$ cat config.mk
export PLATFORM = sky130hd
export DESIGN_NAME = tmds_encoder_mc
export DESIGN_NICKNAME = d
export VERILOG_FILES = /design/src/rtl/tmds_enc_pkg.sv /design/src/rtl/tmds_lane_enc.sv /design/src/rtl/tmds_encoder_mc.sv
export SDC_FILE = /design/constraint.sdc
export NUM_CORES = 1
export LEC_CHECK = 0
export ABC_AREA = 1
export CAP_MARGIN = 20
export CORE_ASPECT_RATIO = 0.6
export CORE_MARGIN = 2
export CORE_UTILIZATION = 30
export DETAILED_ROUTE_END_ITERATION = 8
export REMOVE_ABC_BUFFERS = 1
export SLEW_MARGIN = 5
export SYNTH_ARGS = -nofsm -noshare
export SYNTH_HDL_FRONTEND = slang
export SYNTH_HIERARCHICAL = 1
export SYNTH_SLANG_ARGS = --single-unit
$ cat constraint.sdc
create_clock -name clk -period 4.6 [get_ports clk]
set_input_delay 0.92 -clock clk [delete_from_list [all_inputs] [get_ports clk]]
set_output_delay 0.92 -clock clk [all_outputs]
set_load 0.02 [all_outputs]
$ cat src/rtl/tmds_enc_pkg.sv
// Shared symbol tables, mode encoding and helpers for the multi-lane TMDS encoder.
package tmds_enc_pkg;

  typedef enum logic [2:0] {
    M_CTL = 3'd0,
    M_VID = 3'd1,
    M_VGB = 3'd2,
    M_DGB = 3'd3,
    M_DI  = 3'd4
  } mode_t;

  localparam logic [9:0] ENC_RST_SYMBOL = 10'd0;

  // Indexed by {c1,c0}
  localparam logic [9:0] CTRL_CODE [4] = '{
    10'b1101010100, 10'b0010101011, 10'b0101010100, 10'b1010101011
  };

  localparam logic [9:0] TERC4_CODE [16] = '{
    10'b1010011100, 10'b1001100011, 10'b1011100100, 10'b1011100010,
    10'b0101110001, 10'b0100011110, 10'b0110001110, 10'b0100111100,
    10'b1011001100, 10'b0100111001, 10'b0110011100, 10'b1011000110,
    10'b1010001110, 10'b1001110001, 10'b0101100011, 10'b1011000011
  };

  localparam logic [9:0] VGB_CODE_0 = 10'b1011001100;
  localparam logic [9:0] VGB_CODE_1 = 10'b0100110011;
  localparam logic [9:0] DGB_CODE   = 10'b0100110011;

  function automatic logic [9:0] terc4(input logic [3:0] nib);
    return TERC4_CODE[nib];
  endfunction

  function automatic logic [3:0] ones8(input logic [7:0] v);
    logic [3:0] n;
    n = '0;
    for (int i = 0; i < 8; i++) begin
      n = n + {3'b000, v[i]};
    end
    return n;
  endfunction

endpackage

$ cat src/rtl/tmds_lane_enc.sv
// One TMDS lane: stage 1 builds q_m and the non-video symbol, stage 2 counts q_m ones,
// stage 3 picks the DC-balanced symbol and tracks running disparity. HDMI codes need TMDS_ENC_TERC4_EN.
module tmds_lane_enc
  import tmds_enc_pkg::*;
#(
  parameter int LANE = 0
) (
  input  logic       clk,
  input  logic       rst_n,
  input  mode_t      mode,
  input  mode_t      mode_s2,
  input  logic [1:0] ctl,
  input  logic [7:0] pix,
  input  logic [3:0] aux,
  output logic [9:0] encode_out
);

  logic [3:0]        n1_pix;
  logic              use_xnor;
  logic [8:0]        q_m_next;
  logic [9:0]        alt_next;
  logic [8:0]        q_m_s1_reg;
  logic [9:0]        alt_s1_reg;

  logic [3:0]        n1_q;
  logic signed [4:0] diff_next;
  logic signed [4:0] ndiff_next;
  logic [8:0]        q_m_s2_reg;
  logic [9:0]        alt_s2_reg;
  logic signed [4:0] diff_s2_reg;
  logic signed [4:0] ndiff_s2_reg;
  logic              gt_s2_reg;
  logic              lt_s2_reg;
  logic              eq_s2_reg;

  logic [9:0]        sym_next;
  logic signed [4:0] cnt_next;
  logic signed [4:0] cnt_reg;

  always_comb begin
    n1_pix      = ones8(pix);
    use_xnor    = (n1_pix > 4'd4) || ((n1_pix == 4'd4) && !pix[0]);
    q_m_next    = '0;
    q_m_next[0] = pix[0];
    for (int i = 1; i < 8; i++) begin
      q_m_next[i] = use_xnor ? ~(q_m_next[i-1] ^ pix[i]) : (q_m_next[i-1] ^ pix[i]);
    end
    q_m_next[8] = ~use_xnor;
  end

  // Non-video symbol is resolved up front and simply rides the pipeline.
  always_comb begin
    alt_next = CTRL_CODE[ctl];
`ifdef TMDS_ENC_TERC4_EN
    case (mode)
      M_VGB:   alt_next = (LANE == 1) ? VGB_CODE_1 : VGB_CODE_0;
      M_DGB:   alt_next = (LANE == 0) ? terc4(aux) : DGB_CODE;
      M_DI:    alt_next = terc4(aux);
      default: alt_next = CTRL_CODE[ctl];
    endcase
`endif
  end

`ifndef TMDS_ENC_TERC4_EN
  localparam int lane_unused = LANE;
  logic unused_dvi;
  assign unused_dvi = ^{aux, mode};
`endif

  always_ff @(posedge clk or negedge rst_n) begin
    if (!rst_n) begin
      q_m_s1_reg <= '0;
      alt_s1_reg <= ENC_RST_SYMBOL;
    end else begin
      q_m_s1_reg <= q_m_next;
      alt_s1_reg <= alt_next;
    end
  end

  always_comb begin
    n1_q       = ones8(q_m_s1_reg[7:0]);
    diff_next  = {n1_q, 1'b0} - 5'd8;
    ndiff_next = 5'd8 - {n1_q, 1'b0};
  end

  always_ff @(posedge clk or negedge rst_n) begin
    if (!rst_n) begin
      q_m_s2_reg   <= '0;
      alt_s2_reg   <= ENC_RST_SYMBOL;
      diff_s2_reg  <= '0;
      ndiff_s2_reg <= '0;
      gt_s2_reg    <= 1'b0;
      lt_s2_reg    <= 1'b0;
      eq_s2_reg    <= 1'b0;
    end else begin
      q_m_s2_reg   <= q_m_s1_reg;
      alt_s2_reg   <= alt_s1_reg;
      diff_s2_reg  <= diff_next;
      ndiff_s2_reg <= ndiff_next;
      gt_s2_reg    <= (n1_q > 4'd4);
      lt_s2_reg    <= (n1_q < 4'd4);
      eq_s2_reg    <= (n1_q == 4'd4);
    end
  end

  // Disparity stays in [-8,+8], so 5-bit modular arithmetic never wraps.
  always_comb begin
    sym_next = alt_s2_reg;
    cnt_next = '0;
    if (mode_s2 == M_VID) begin
      if ((cnt_reg == 5'sd0) || eq_s2_reg) begin
        sym_next = {~q_m_s2_reg[8], q_m_s2_reg[8],
                    q_m_s2_reg[8] ? q_m_s2_reg[7:0] : ~q_m_s2_reg[7:0]};
        cnt_next = cnt_reg + (q_m_s2_reg[8] ? diff_s2_reg : ndiff_s2_reg);
      end else if (((cnt_reg > 5'sd0) && gt_s2_reg) || ((cnt_reg < 5'sd0) && lt_s2_reg)) begin
        sym_next = {1'b1, q_m_s2_reg[8], ~q_m_s2_reg[7:0]};
        cnt_next = cnt_reg + {3'b000, q_m_s2_reg[8], 1'b0} + ndiff_s2_reg;
      end else begin
        sym_next = {1'b0, q_m_s2_reg[8], q_m_s2_reg[7:0]};
        cnt_next = cnt_reg - {3'b000, ~q_m_s2_reg[8], 1'b0} + diff_s2_reg;
      end
    end
  end

  always_ff @(posedge clk or negedge rst_n) begin
    if (!rst_n) begin
      encode_out <= ENC_RST_SYMBOL;
      cnt_reg    <= '0;
    end else begin
      encode_out <= sym_next;
      cnt_reg    <= cnt_next;
    end
  end

endmodule

$ cat src/rtl/tmds_encoder_mc.sv
// Multi-lane TMDS encoder top: decodes the period type once, pipelines it, and fans out to lanes.
// TERC4 data islands and guard bands exist only when TMDS_ENC_TERC4_EN is defined.
module tmds_encoder_mc
  import tmds_enc_pkg::*;
#(
  parameter int  CH_N      = 3,
  parameter real SIM_DELAY = 1.0
) (
  input  logic                 clk,
  input  logic                 rst_n,
  input  logic                 hs,
  input  logic                 vs,
  input  logic                 de,
  input  logic                 vgb,
  input  logic                 dgb,
  input  logic                 di,
  input  logic [2*CH_N-1:0]    ctl,
  input  logic [8*CH_N-1:0]    pix,
  input  logic [4*CH_N-1:0]    aux,
  output logic [10*CH_N-1:0]   encode_out
);

  localparam real sim_delay_unused = SIM_DELAY;

  mode_t mode_next;
  mode_t mode_s1_reg;
  mode_t mode_s2_reg;

  always_comb begin
    mode_next = M_CTL;
`ifdef TMDS_ENC_TERC4_EN
    if (de)       mode_next = M_VID;
    else if (vgb) mode_next = M_VGB;
    else if (dgb) mode_next = M_DGB;
    else if (di)  mode_next = M_DI;
`else
    if (de)       mode_next = M_VID;
`endif
  end

`ifndef TMDS_ENC_TERC4_EN
  logic unused_hdmi;
  assign unused_hdmi = ^{vgb, dgb, di};
`endif

  // Lane 0 takes sync from hs/vs, so its own ctl/aux low bits are never read.
  logic unused_lane0;
  assign unused_lane0 = ^{ctl[1:0], aux[1:0]};

  always_ff @(posedge clk or negedge rst_n) begin
    if (!rst_n) begin
      mode_s1_reg <= M_CTL;
      mode_s2_reg <= M_CTL;
    end else begin
      mode_s1_reg <= mode_next;
      mode_s2_reg <= mode_s1_reg;
    end
  end

  for (genvar gi = 0; gi < CH_N; gi++) begin : g_lane
    logic [1:0] lane_ctl;
    logic [3:0] lane_aux;

    if (gi == 0) begin : g_sync
      assign lane_ctl = {vs, hs};
      assign lane_aux = {(mode_next == M_DGB) ? 2'b11 : aux[3:2], vs, hs};
    end else begin : g_plain
      assign lane_ctl = ctl[2*gi +: 2];
      assign lane_aux = aux[4*gi +: 4];
    end

    tmds_lane_enc #(
      .LANE(gi)
    ) u_lane (
      .clk       (clk),
      .rst_n     (rst_n),
      .mode      (mode_next),
      .mode_s2   (mode_s2_reg),
      .ctl       (lane_ctl),
      .pix       (pix[8*gi +: 8]),
      .aux       (lane_aux),
      .encode_out(encode_out[10*gi +: 10])
    );
  end

endmodule

=== Word level (Yosys, flattened, before mapping) ===
Cells that the tools add are included.

* Eq/ne operators: 7
* Add/subtract/negate cells: 63
* $lt $le $gt $ge: 18
* Reduce and logical (&&, ||, !) cells: 24
* Muxes and demuxes: 55
* Bitwise operators: 54

{| class="wikitable"
|+ Operators with widths
! cell !! count
|-
| $mux W10 || 15
|-
| $add A4 B1 Y4 || 36
|-
| $bmux W10 S2 || 3
|-
| $mux W5 || 12
|-
| $add A5 B5 Y5 || 9
|-
| $not A1 Y1 || 27
|-
| $eq A4 B3 Y1 const B || 6
|-
| $gt A4 B3 Y1 const B || 6
|-
| $mux W8 || 3
|-
| $not A8 Y8 || 3
|-
| $mux W1 || 22
|-
| $xor A1 B1 Y1 || 21
|-
| $add A5 B2 Y5 || 3
|-
| $gt A5 B1 Y1 const B || 3
|-
| $logic_not A5 Y1 || 3
|-
| $lt A5 B1 Y1 const B || 3
|-
| $sub A4 B5 Y5 const A || 3
|-
| $sub A5 B2 Y5 || 3
|-
| $sub A5 B4 Y5 const B || 3
|-
| $add A1 B1 Y2 || 6
|-
| $lt A4 B3 Y1 const B || 3
|-
| $ge A3 B3 Y1 const B || 3
|-
| $logic_and A1 B1 Y1 || 9
|-
| $logic_or A1 B1 Y1 || 9
|-
| other kinds (3) || 7
|}

* Logic and storage cells: 256
* Register bits after elaboration: 200
* Output and inout port bits: 30
* Input bits: 50

=== Longest topological paths before layout ===
* Word-level depth: 29
* Gate-level depth with buffers: 19
* Mapped depth without buffers: 19

=== Modules after synthesis ===
Netlist, hierarchy kept.

{| class="wikitable"
|+ Modules (own cells, without submodules)
! module !! seq. area each (µm²) !! cells each !! times used !! area an instance (µm²)
|-
| tmds_lane_enc (g_lane[0].u_lane) || 1201.2 || 300 || 1 || 2766.4
|-
| tmds_lane_enc (g_lane[1].u_lane) || 1201.2 || 282 || 1 || 2706.3
|-
| tmds_lane_enc (g_lane[2].u_lane) || 1201.2 || 281 || 1 || 2697.6
|-
| tmds_encoder_mc || 50.0 || 3 || 1 || 53.8
|}

=== Worst setup path after synthesis ===
Ideal clock, no wire load.

* Path kind: input -> register
* Start point: input port pix[16]
* End point: register g_lane[2].u_lane.q_m_s1_reg[7]
* Setup slack: 0.578 ns
* Data required time: 4.487 ns
* Library setup time: 0.113 ns
* Arrival: 3.909 ns
* Path buffers: 0
* Stages: 17
* Cell sequence: inv_1 > fa_1 > fa_1 > fa_1 > inv_1 > ha_1 > fa_1 > nand3b_1 > nand2_1 > nand2_1 > nand2_1 > nand3_1 > nand2_1 > nand2_1 > nand3_1 > nand2_1 > inv_1

* Cells in the longest elaborated chain, start to end: 29
* Elaborated cells on any way between the ends: 33
* Those cells by class: add/sub: 7; order compare: 1; eq/ne: 1; mux: 7; bitwise: 14; reduce/logical: 3

{| class="wikitable"
|+ Ends and longest elaborated chain
! element !! line !! source
|-
| start, declared || tmds_encoder_mc.sv:18 || <nowiki>input logic [8*CH_N-1:0] pix,</nowiki>
|-
| parallel branches: the longest is 22 deep, another holds $add A4 B1 Y4 || -- ||
|-
| $mux W1 (*) || tmds_lane_enc.sv:46 || <nowiki>q_m_next[i] = use_xnor ? ~(q_m_next[i-1] ^ pix[i]) : (q_m_next[i-1] ^ pix[i]);</nowiki>
|-
| named net g_lane[2].u_lane.q_m_next[5] || tmds_lane_enc.sv:20 || <nowiki>logic [8:0] q_m_next;</nowiki>
|-
| $xor A1 B1 Y1 (*) || tmds_lane_enc.sv:46 ||
|-
| $not A1 Y1 || tmds_lane_enc.sv:46 ||
|-
| $mux W1 (*) || tmds_lane_enc.sv:46 ||
|-
| $xor A1 B1 Y1 (*) || tmds_lane_enc.sv:46 ||
|-
| $not A1 Y1 || tmds_lane_enc.sv:46 ||
|-
| $mux W1 (*) || tmds_lane_enc.sv:46 ||
|-
| named net g_lane[2].u_lane.q_m_next[7] || tmds_lane_enc.sv:20 ||
|-
| end signal, assigned || tmds_lane_enc.sv:75 || <nowiki>q_m_s1_reg <= q_m_next;</nowiki>
|-
| end, declared || tmds_lane_enc.sv:22 || <nowiki>logic [8:0] q_m_s1_reg;</nowiki>
|}

Mark *: on every way through the listed nets, which the timed path passes.

=== Worst setup path in the final report ===
* Start point: input port pix[19]
* End point: register g_lane[2].u_lane.q_m_s1_reg[7]

* Cells in the longest elaborated chain, start to end: 27
* Elaborated cells on any way between the ends: 28
* Those cells by class: add/sub: 5; order compare: 1; eq/ne: 1; mux: 7; bitwise: 12; reduce/logical: 2

{| class="wikitable"
|+ Ends and longest elaborated chain
! element !! line
|-
| parallel branches: the longest is 20 deep, another holds $add A4 B1 Y4 || --
|-
| $mux W1 (*) || tmds_lane_enc.sv:46
|-
| named net g_lane[2].u_lane.q_m_next[5] || tmds_lane_enc.sv:20
|-
| $xor A1 B1 Y1 (*) || tmds_lane_enc.sv:46
|-
| $not A1 Y1 || tmds_lane_enc.sv:46
|-
| $mux W1 (*) || tmds_lane_enc.sv:46
|-
| $xor A1 B1 Y1 (*) || tmds_lane_enc.sv:46
|-
| $not A1 Y1 || tmds_lane_enc.sv:46
|-
| $mux W1 (*) || tmds_lane_enc.sv:46
|-
| named net g_lane[2].u_lane.q_m_next[7] || tmds_lane_enc.sv:20
|}

Marked as above.

==> results by stage <==
Run status:
- The flow ran to the end, and the final reports show no timing, DRC or antenna violations.

Floorplan:
- The count of standard-cell rows is 46.
- The initial utilization of the core area, before any placement, comes to 30.80%.
- Measured along the x axis, the die boundary spans 217.8 um.
- The number of top-level pins is 80.
- Measured along the y axis, the die boundary spans between 100 and 150 um.
- The die covers approximately 29000 um^2.
- After floorplanning, the core was sized to cover 26710 um^2.

Setup path:
- The delay of the slowest cell on the worst path is 0.50 ns.
- For the worst setup path, the data required time is approximately 5 ns.
- The critical path is of the input pin to flip-flop type.
- Traced cell by cell, the critical path runs through clkdlybuf4s50_1, inv_1, fa_1, fa_1, fa_1, inv_1, ha_1, fa_1, nand3b_1, nand2_1, nand2_1, nand2_1, nand3_1, nand2_1, nand2_1, nand3_1, nand2_1, inv_1.
- The sort of element at the end of the critical path is a flip-flop.
- Counting stages on the worst path, the most repeated cell is sky130_fd_sc_hd__nand2_1.
- STA classifies the critical path startpoint as an input pin.
- The largest individual stage delay along the critical path comes from the cell sky130_fd_sc_hd__clkdlybuf4s50_1.
- The signal arrival time at the worst endpoint is 4.54 ns.
- Of all nets on the critical path, the largest fanout is 3.

Layout:
- Counting the fill cells in the layout gives 2655.
- The number of flip-flops under the largest register name is 30.
- The final antenna diode count is 0.
- For this run, the post-layout net count is ~1100.
- Excluding fillers, the count of instances in the completed layout stands at roughly 1300.
- The post-route netlist has 11.18% of its cells at a drive strength greater than 1.
- The area growth from synthesis to layout is 20.19%.

Hold path:
- The type of the tightest min-delay check is flip-flop to flip-flop.

Synthesis:
- The total of warnings raised by yosys is 6.
- The commonest cells after synthesis are 220 x sky130_fd_sc_hd__nand2_1, 168 x sky130_fd_sc_hd__inv_1, 146 x sky130_fd_sc_hd__dfrtp_1, 60 x sky130_fd_sc_hd__ha_1, 54 x sky130_fd_sc_hd__nand3_1.
- The synthesis-stage register bit count is 146.
- Summing every instance area after synthesis gives 8224 um^2.
- The netlist uses 32 different library cells.
- Summing the sequential cell areas from Yosys gives between 40% and 50% of the chip area.
- The synthesized area divided by synthesized cell count is 9.497 um^2.
- Among all flip-flop cells after synthesis, the most frequent one is sky130_fd_sc_hd__dfrtp_1.
- After synthesis, the cell types taking the most area are sky130_fd_sc_hd__dfrtp_1 44%, sky130_fd_sc_hd__nand2_1 10%, sky130_fd_sc_hd__ha_1 9.1%.
- Summed over all instances, the cell type with the most area after synthesis is sky130_fd_sc_hd__dfrtp_1.
- In this run the biggest area consumer among cell types represents 44.42% of the synthesized area.
- Counting flops with an async set or reset pin after synthesis yields a share of 100.0%.
- The number of enable-type register cells in the synthesized netlist is 0.
- The cell with the most instances after synthesis is sky130_fd_sc_hd__nand2_1.
- The number of instances in the synthesized netlist is 866.

Clocking:
- The post-CTS clock slew at the launch and capture registers of the worst setup and hold paths is 0.06 ns.
- The clock reaches the later pin of the worst-skew pair after 0.43 ns.
- The maximum number of buffers from clock root to sink is 2.
- The H-tree depth is 4.
- The quantity of hold-fixing buffers added after cts is 0.
- Gates resized during post-CTS repair numbered 0.
- The cell at the root of the clock tree is sky130_fd_sc_hd__clkbuf_16.
- TritonCTS built the clock tree.
- The clock net in this run drives a total of 146 sinks.
- Buffers inserted during clock tree synthesis total 17.
- In this run the post-CTS setup repair buffer count came out at 0.

Timing:
- The worst path needs 4.225 ns of the cycle, external delays included.
- Setup violations remaining at the end of the flow were counted as 0.
- Summed over all failing endpoints, the final setup total negative slack is 0 ns.
- The worst pin sits at a relative slew slack of 53.02%.
- The count of final hold-check violations is 0.
- The number of max-slew violations in the final report was 0.
- In the finished design, the share of the clock period the worst path needs comes to 91.84%.
- The worst clock skew is 0.008535 ns.
- Setup repair after global routing left no endpoint under its margin.
- Based on the critical path, the design can be clocked at up to 236.7 MHz.
- The hold slack is 0.3473 ns.
- The transition time of the tightest slew-check pin is 0.7046 ns.

Global routing:
- The total grt overflow is 0.
- The total routing resource utilization after global routing is about an eighth.
- The pin count of the biggest net entering global routing is 76.
- The number of global-route vias before repair is 5315.
- The initial antenna violation count was 0.
- The global-route wire length before repair is 26.71 mm.

Flow run:
- Max-cap violations in this run came to 0.

Placement:
- Port buffering added 62 buffers.
- In this run, placement finished with an instance count of 1294.
- Summed over all nets, the half-perimeter wirelength after detailed placement is 12.39 mm.
- The final weighted congestion in routability-driven placement is about 0.86.

Power and ir drop:
- The peak supply drop is between 200 and 300 uV.
- In this run the static leakage power is 5.119 nW.
- The total power density per cell area is 728.7 nW/um^2.

Route:
- For this run, design rule violations remaining after detail routing come to 0.
- The detailed-router iteration count before antenna repair is 5.
- The vias per cell is between 4 and 5.
- After detailed routing, the total wire length is around 16 mm.
- After the first detailed-routing iteration, the DRC count stood at 304.
- The overall via count from detail_route is 5429.
- Dividing the detail-routed wire length by the instance count gives 11.72 um.
- Once detail routing completed, the nets flagged for antenna violations numbered 0.
through the flow:
step | power (mW) | worst slack, ns | cell area, um^2 | util (%)
after floorplan | 4.902 | 0.5784 | 8167 | -
after global routing | 8.038 | 0.1507 | 9884 | 37.01
final | 7.203 | 0.3751 | 9884 | 37.01
after CTS | 7.301 | 0.3925 | 9884 | 37.01
after detailed placement | 5.875 | -0.05531 | 9299 | 34.82
after global placement | 5.736 | 0.02739 | 9299 | 34.82
placed cells by master, fill, tap and decap left out, types with 5 or more instances in the layout:
| master | Yosys | routed |
|---|---|---|
| sky130_fd_sc_hd__clkdlybuf4s50_1 | 0 | 61 |
| sky130_fd_sc_hd__dfrtp_1 | 146 | 146 |
| sky130_fd_sc_hd__nor2_1 | 7 | 7 |
| sky130_fd_sc_hd__nand3_1 | 54 | 54 |
| sky130_fd_sc_hd__o211ai_1 | 8 | 8 |
| sky130_fd_sc_hd__a21oi_1 | 19 | 19 |
| sky130_fd_sc_hd__nand2_1 | 220 | 220 |
| sky130_fd_sc_hd__conb_1 | 1 | 6 |
| sky130_fd_sc_hd__clkinvlp_4 | 0 | 5 |
| sky130_fd_sc_hd__xnor2_1 | 19 | 19 |
| sky130_fd_sc_hd__xor2_1 | 21 | 21 |
| sky130_fd_sc_hd__ha_1 | 60 | 60 |
| sky130_fd_sc_hd__buf_4 | 0 | 8 |
| sky130_fd_sc_hd__inv_1 | 168 | 168 |
| sky130_fd_sc_hd__fa_1 | 36 | 36 |
| sky130_fd_sc_hd__nand2_2 | 13 | 13 |
| sky130_fd_sc_hd__clkbuf_16 | 0 | 17 |
| sky130_fd_sc_hd__inv_2 | 10 | 10 |
| sky130_fd_sc_hd__nand2_4 | 8 | 8 |
| sky130_fd_sc_hd__o21ai_0 | 25 | 25 |
| sky130_fd_sc_hd__o21ai_2 | 22 | 22 |
layout make-up:
type                    count  area (um^2)  area share (%)
repair buffers             70        681.9           6.899
flip-flops and latches    146         3654           36.96
well taps                 360        450.4           4.557
multi-input cells         538         3832           38.77
clock inverters            13        152.6           1.544
clock buffers              19        432.9           4.380
inverters                 180        680.7           6.886
power breakdown:
part	switching (mW)	internal, mW	total (mW)	leakage [nW]
Sequential	0.262	1.75	2.01	1.74
Clock	0.563	0.809	1.37	0.269
Combinational	2.24	1.59	3.82	3.11
logic make-up after synthesis:
group,after synthesis,synth area share [%]
AOI/OAI and AO/OA,81,6.618
xor gates and xnor gates,40,4.260
adders and majority gates,96,17.89
buffers and inverters,187,9.204
DFF,146,44.42
other,1,0.04560
and+or+nand+nor,315,17.56
layer usage:
metal  GRT usage (%)  wire length [um]  up-vias
met5               0                 0        -
met4           3.288               169        0
met3           2.860               538       14
met2           16.49              6402       58
met1           17.75              8430     2529
li1                -                 -     2828
worst max-delay path: cells and delay by family:
kind	cells	cell delay (ns)
fa+ha+maj	5	2.10
simple gates	9	0.84
buf+inv	4	0.67
path summary, 6_finish.rpt:
kind	from	end	slack (ns)	cells past startpoint
worst min-delay path	g_lane[0].u_lane/alt_s1_reg[8]	g_lane[0].u_lane/alt_s2_reg[8]	0.35	0
worst min register to register	g_lane[0].u_lane/alt_s1_reg[8]	g_lane[0].u_lane/alt_s2_reg[8]	0.35	0
worst max-delay path	pix[19]	g_lane[2].u_lane/q_m_s1_reg[7]	0.38	18
worst max register to register	g_lane[2].u_lane/q_m_s1_reg[0]	g_lane[2].u_lane/gt_s2_reg	1.04	13
min in group asynchronous	rst_n	g_lane[2].u_lane/q_m_s1_reg[4]	0.50	1
max in group asynchronous	rst_n	g_lane[0].u_lane/eq_s2_reg	3.13	2
No activity file was read; power rests on OpenSTA's default activity.
